<file path="src/rtl/clk_ratio_meter_pkg.sv">
// Shared types and defaults for the clock ratio meter and its input synchronizer.
package clk_ratio_meter_pkg;

  typedef enum logic [1:0] {
    ST_IDLE    = 2'd0,
    ST_ARM     = 2'd1,
    ST_MEAS_HI = 2'd2,
    ST_MEAS_LO = 2'd3
  } state_e;

  localparam int DEF_WIDTH       = 24;
  localparam int DEF_SYNC_STAGES = 2;

endpackage

</file>
<file path="src/rtl/clk_ratio_meter_sync_edge_det.sv">
// Multi-flop synchronizer followed by one edge register; rise/fall share the same latency.
module sync_edge_det
  import clk_ratio_meter_pkg::*;
#(
  parameter int SYNC_STAGES = DEF_SYNC_STAGES
) (
  input  logic clk,
  input  logic rst_n,
  input  logic sig_in,
  output logic sig_s,
  output logic rise,
  output logic fall
);

  logic [SYNC_STAGES-1:0] sync_q;
  logic                   prev_q;

  always_ff @(posedge clk or negedge rst_n) begin
    if (!rst_n) begin
      sync_q <= '0;
      prev_q <= 1'b0;
    end else begin
      sync_q <= {sync_q[SYNC_STAGES-2:0], sig_in};
      prev_q <= sync_q[SYNC_STAGES-1];
    end
  end

  assign sig_s = sync_q[SYNC_STAGES-1];
  assign rise  = sig_s & ~prev_q;
  assign fall  = ~sig_s & prev_q;

endmodule

</file>
<file path="src/rtl/clk_ratio_meter.sv">
// Measures period and high time of an asynchronous pulse input in clk cycles.
// Build option: CLK_RATIO_METER_CONT_EN selects back-to-back continuous measurement.
//
// state      | meaning
// IDLE       | waiting for start, edges ignored
// ARM        | waiting for the first rising edge
// MEAS_HI    | counting the high phase
// MEAS_LO    | counting the low phase until the closing rise
module clk_ratio_meter
  import clk_ratio_meter_pkg::*;
#(
  parameter int WIDTH       = DEF_WIDTH,
  parameter int SYNC_STAGES = DEF_SYNC_STAGES
) (
  input  logic             clk,
  input  logic             rst_n,
  input  logic             sig_in,
  input  logic             start,
  output logic             busy,
  output logic             valid,
  output logic [WIDTH-1:0] period,
  output logic [WIDTH-1:0] high_cnt,
  output logic             timeout
);

  localparam logic [WIDTH-1:0] CNT_MAX = '1;
  localparam logic [WIDTH-1:0] CNT_ONE = WIDTH'(1);

  state_e           state_q, state_d;
  logic [WIDTH-1:0] cnt_q, cnt_d;
  logic [WIDTH-1:0] high_q, high_d;
  logic [WIDTH-1:0] period_q, period_d;
  logic [WIDTH-1:0] high_cnt_q, high_cnt_d;
  logic             valid_q, valid_d;
  logic             timeout_q, timeout_d;

  logic             sync_unused;
  logic             rise;
  logic             fall;
  logic             cnt_sat;
  logic [WIDTH-1:0] cnt_inc;

  sync_edge_det #(
    .SYNC_STAGES(SYNC_STAGES)
  ) u_sync_edge_det (
    .clk   (clk),
    .rst_n (rst_n),
    .sig_in(sig_in),
    .sig_s (sync_unused),
    .rise  (rise),
    .fall  (fall)
  );

  assign cnt_sat = (cnt_q == CNT_MAX);
  // Saturate so a fall landing on the last count cannot wrap the low-phase counter.
  assign cnt_inc = cnt_sat ? cnt_q : cnt_q + CNT_ONE;

  always_comb begin
    state_d    = state_q;
    cnt_d      = cnt_q;
    high_d     = high_q;
    period_d   = period_q;
    high_cnt_d = high_cnt_q;
    valid_d    = 1'b0;
    timeout_d  = 1'b0;

    unique case (state_q)
      ST_IDLE: begin
        if (start) begin
          cnt_d   = '0;
          state_d = ST_ARM;
        end
      end

      ST_ARM: begin
        if (rise) begin
          cnt_d   = CNT_ONE;
          state_d = ST_MEAS_HI;
        end else if (cnt_sat) begin
          timeout_d = 1'b1;
          state_d   = ST_IDLE;
        end else begin
          cnt_d = cnt_inc;
        end
      end

      ST_MEAS_HI: begin
        if (fall) begin
          high_d  = cnt_q;
          cnt_d   = cnt_inc;
          state_d = ST_MEAS_LO;
        end else if (cnt_sat) begin
          timeout_d = 1'b1;
          state_d   = ST_IDLE;
        end else begin
          cnt_d = cnt_inc;
        end
      end

      ST_MEAS_LO: begin
        if (rise) begin
          period_d   = cnt_q;
          high_cnt_d = high_q;
          valid_d    = 1'b1;
`ifdef CLK_RATIO_METER_CONT_EN
          cnt_d      = CNT_ONE;
          state_d    = ST_MEAS_HI;
`else
          state_d    = ST_IDLE;
`endif
        end else if (cnt_sat) begin
          timeout_d = 1'b1;
          state_d   = ST_IDLE;
        end else begin
          cnt_d = cnt_inc;
        end
      end

      default: begin
        state_d = ST_IDLE;
      end
    endcase
  end

  always_ff @(posedge clk or negedge rst_n) begin
    if (!rst_n) begin
      state_q    <= ST_IDLE;
      cnt_q      <= '0;
      high_q     <= '0;
      period_q   <= '0;
      high_cnt_q <= '0;
      valid_q    <= 1'b0;
      timeout_q  <= 1'b0;
    end else begin
      state_q    <= state_d;
      cnt_q      <= cnt_d;
      high_q     <= high_d;
      period_q   <= period_d;
      high_cnt_q <= high_cnt_d;
      valid_q    <= valid_d;
      timeout_q  <= timeout_d;
    end
  end

  assign busy     = (state_q != ST_IDLE);
  assign valid    = valid_q;
  assign timeout  = timeout_q;
  assign period   = period_q;
  assign high_cnt = high_cnt_q;

endmodule

</file>
<file path="config.mk">
export PLATFORM = sky130hd
export DESIGN_NAME = clk_ratio_meter
export DESIGN_NICKNAME = d
export VERILOG_FILES = /design/src/rtl/clk_ratio_meter_pkg.sv /design/src/rtl/clk_ratio_meter_sync_edge_det.sv /design/src/rtl/clk_ratio_meter.sv
export SDC_FILE = /design/constraint.sdc
export NUM_CORES = 1
export LEC_CHECK = 0
export BUFFER_PORTS_ARGS = -buffer_cell sky130_fd_sc_hd__buf_2
export CORE_MARGIN = 2
export CORE_UTILIZATION = 50
export DETAILED_ROUTE_END_ITERATION = 10
export PLACE_DENSITY = 0.71
export SLEW_MARGIN = 20
export SYNTH_ARGS = -nofsm -noshare
export SYNTH_HDL_FRONTEND = slang
export SYNTH_SLANG_ARGS = --single-unit
</file>
<file path="constraint.sdc">
create_clock -name clk -period 2.95 [get_ports clk]
set_input_delay 0.59 -clock clk [delete_from_list [all_inputs] [get_ports clk]]
set_output_delay 0.59 -clock clk [all_outputs]
set_load 0.02 [all_outputs]
</file>
==> results by group <==
Synthesis
  – Synth Cell Area: 4290 sq um
  – Top_reg_cell synth: dfrtp_1
  – Net Count, Synth: 337
  – EDFF count, synth: 0
  – Most common cell in the synthesized netlist: dfrtp_1
  – Share of the synthesized area in the top cell type: 60.1%
  – Synth cell types: 41
  – Cells after Synth: 332
  – Post-synth ARST share: 100%
  – Top cells by count, synth: dfrtp_1 (103), mux2_2 (69), a21oi_1 (20), o21ai_0 (17), nand2_1 (15)
  – Area leader, netlist: dfrtp_1
  – Mean area per synthesized cell: roughly 13 sq um
  – Register bit total from synthesis: roughly 100
  – Register area share after synthesis: roughly three fifths
  – Area contributors post-synth: dfrtp_1 (60%), mux2_2 (18%), a21oi_1 (2.3%)
  – Synth Warn #: 0

Power
  – Logic pwr share: 20.4%
  – Clock network power share: 26.4%
  – Sequential group share of total power: between 50% and 60%
  – NetSw: 1.03 mW
  – Static Leak: roughly 2.4 nW
  – Max rail drop VDD: approximately 0.25 mV
  – Pwr per Cell Area: between 600 and 700 nW/um^2
  – Internal power: around 2.2 mW
  – Switching portion of total power: approximately a third

Clock tree
  – CTS Buffer Depth: 2
  – # resized after CTS: 0
  – Worst-path clk slew: approximately 0.11 ns
  – Clk root buf: clkbuf_8
  – H-Tree Depth: 3
  – CTS Sinks: 103
  – Num CTS Buffers: 9
  – CTS tree: done
  – Post CTS Setup Buffer Count: 0
  – CTS Hold Bufs: 0
  – Clock Latency Late Sink: 0.38 ns

Cells and area
  – P&R area growth vs syn: 13.5%
  – FF/Latch Area: 2580 sq um
  – N_diodes: 0
  – FILL cells: around 700
  – Layout cells sized above 1: 39.7%
  – Final std cells w/o fill: between 400 and 500
  – Nets: about 390
  – Multi-input logic area: about 1600 sq um

Floorplanning
  – Starting Density: 51.9%
  – Die area: 9330 sq um
  – Row Count: 33
  – Die height: 96.6 microns
  – Die extent in x: 96.6 microns
  – Core area: 8260 sq um
  – Io pins: 55

Timing
  – Final min period: around 2.6 ns
  – Clock skew: 0.0112 ns
  – Fin crit share: between 80 and 90%
  – Max_slew headroom: 53.6%
  – Worst Tran Pin Value: 0.691 ns
  – RSZ-0062 raised after global routing: no
  – Slew Viols, Final: 0
  – Fmax achieved: just under 0.4 GHz
  – Fin Setup TNS: 0 ns
  – Final setup fails: 0
  – Final Hold Fails: 0

Route
  – Drt total wl: approximately 8000 microns
  – Vias/cell: 5.64
  – WL/cell: 16.0 microns
  – Drc violations: 0
  – Initial DRC Count: 146
  – Detail Route Antenna Nets: 0
  – Total number of vias: 2,811
  – Pre-antenna DRT Iters: 4

GRT
  – Total global routing overflow: 0
  – GRT Total Usage: a little under a fifth
  – Initial antenna violation count: 0
  – Vias in the first global route: 2,780
  – First-pass GRT wire length: between 10,000 and 15,000 microns
  – Largest net degree at the start of global routing: 60

Place
  – HPWL after detailed placement: 5490 microns
  – IO Port Bufs: 54
  – RD Place Congestion: 0.808
  – Placed insts: 482

Setup path
  – Setup Crit Path Kind: reg2reg
  – Worst EP arrival: 2.90 ns
  – Critical Path RT: 3.26 ns
  – CP endpoint kind: flop
  – CP max FO: 13
  – Worst Setup Start Kind: flop
  – R2r setup slk: between 0.3 and 0.4 ns

Status
  – Outcome: finished, final reports clean

Flow run
  – # Max-Cap Violations: 0

Hold path
  – Hold Path Class: in2async
==> per-layer routing <==
layer / part of all wire (%) / GRT usage [%] / up-vias
met5: 0 / 0 / -
met2: 46 / 28.9 / 56
met3: 4.3 / 3.96 / 17
li1: - / - / 1324
met1: 48 / 26.4 / 1414
met4: 1.8 / 7.63 / 0
==> layout make-up <==
type                            count  share of cell area [%]
Clock inverter                      7                    1.34
Tap cell                          105                    2.70
Timing Repair Buffer               61                    6.94
Clock buffer                        9                    2.55
Multi-Input combinational cell    206                    32.9
Inverter                            7                   0.540
Sequential cell                   103                    53.0
==> layout by cell type, fill, tap and decap left out, drive strengths merged, types with 3 or more instances in the layout <==
cell type and n:
a31oi 5, o21ai 17, o31ai 7, clkbuf 9, a21oi 20, clkinv 3, or3 12, buf 61
nand3 10, mux2 69, dfrtp 103, or4 6, inv 10, nor2 12, xnor2 5, nand4 7
nand2 15
==> cell families after synthesis <==
kind of cell	after synthesis	share of synthesized area (%)
AO/OA/AOI/OAI	58	8.26
XOR/XNOR	5	1.02
adder cells (fa/ha/maj)	1	0.292
buffers and inverters	23	2.48
flip-flops	103	60.1
multiplexers	69	18.1
AND/OR/NAND/NOR	73	9.69
==> flip-flops by register name (all words and copies together) (netlist names) <==
name,flops
cnt_q,24
high_cnt,24
high_q,24
period,24
state_q,2
u_sync_edge_det.sync_q,2
timeout,1
u_sync_edge_det.prev_q,1
valid,1
==> stage by stage <==
| stage | power [mW] | utilization [%] | hold WS [ns] | instance area, sq um | setup slack [ns] |
|---|---|---|---|---|---|
| final | 3.19 | 58.9 | 0.203 | 4860 | 0.359 |
| after global routing | 3.37 | 58.9 | 0.235 | 4860 | 0.0857 |
| after CTS | 3.22 | 58.9 | 0.212 | 4860 | 0.347 |
| after detailed placement | 2.39 | 56.6 | 0.335 | 4680 | 0.361 |
| after global placement | 2.35 | 56.6 | 0.339 | 4680 | 0.494 |
| after floorplan | 2.17 | - | 0.294 | 4290 | 0.884 |
==> final timing paths <==
check                                     startpoint                        end  cells after the start
max                                         cnt_q[0]                   cnt_q[5]                      7
min                                            rst_n                high_cnt[0]                      1
max reg2reg                                 cnt_q[0]                   cnt_q[5]                      7
min reg2reg                u_sync_edge_det.sync_q[0]  u_sync_edge_det.sync_q[1]                      0
max in group asynchronous                      rst_n                   cnt_q[9]                      2
min in group clk                              sig_in  u_sync_edge_det.sync_q[0]                      1
==> power by group through the flow <==
stage | Clock (mW) | Combinational (mW) | Sequential, mW
after floorplan | 0 | 0.424 | 1.75
after global placement | 0 | 0.635 | 1.71
after detailed placement | 0 | 0.660 | 1.73
after CTS | 0.863 | 0.660 | 1.70
after global routing | 0.919 | 0.722 | 1.73
final | 0.840 | 0.651 | 1.70
==> worst max-delay path, cell delays in order (launching register included) <==
cell     delay [ns]
dfrtp_1        0.48
ha_1           0.24
nand3_1        0.23
or3_1          0.43
o31ai_2        0.62
buf_4          0.29
o21ai_0        0.10
a21oi_1        0.14
No activity file was read; power rests on OpenSTA's default activity.
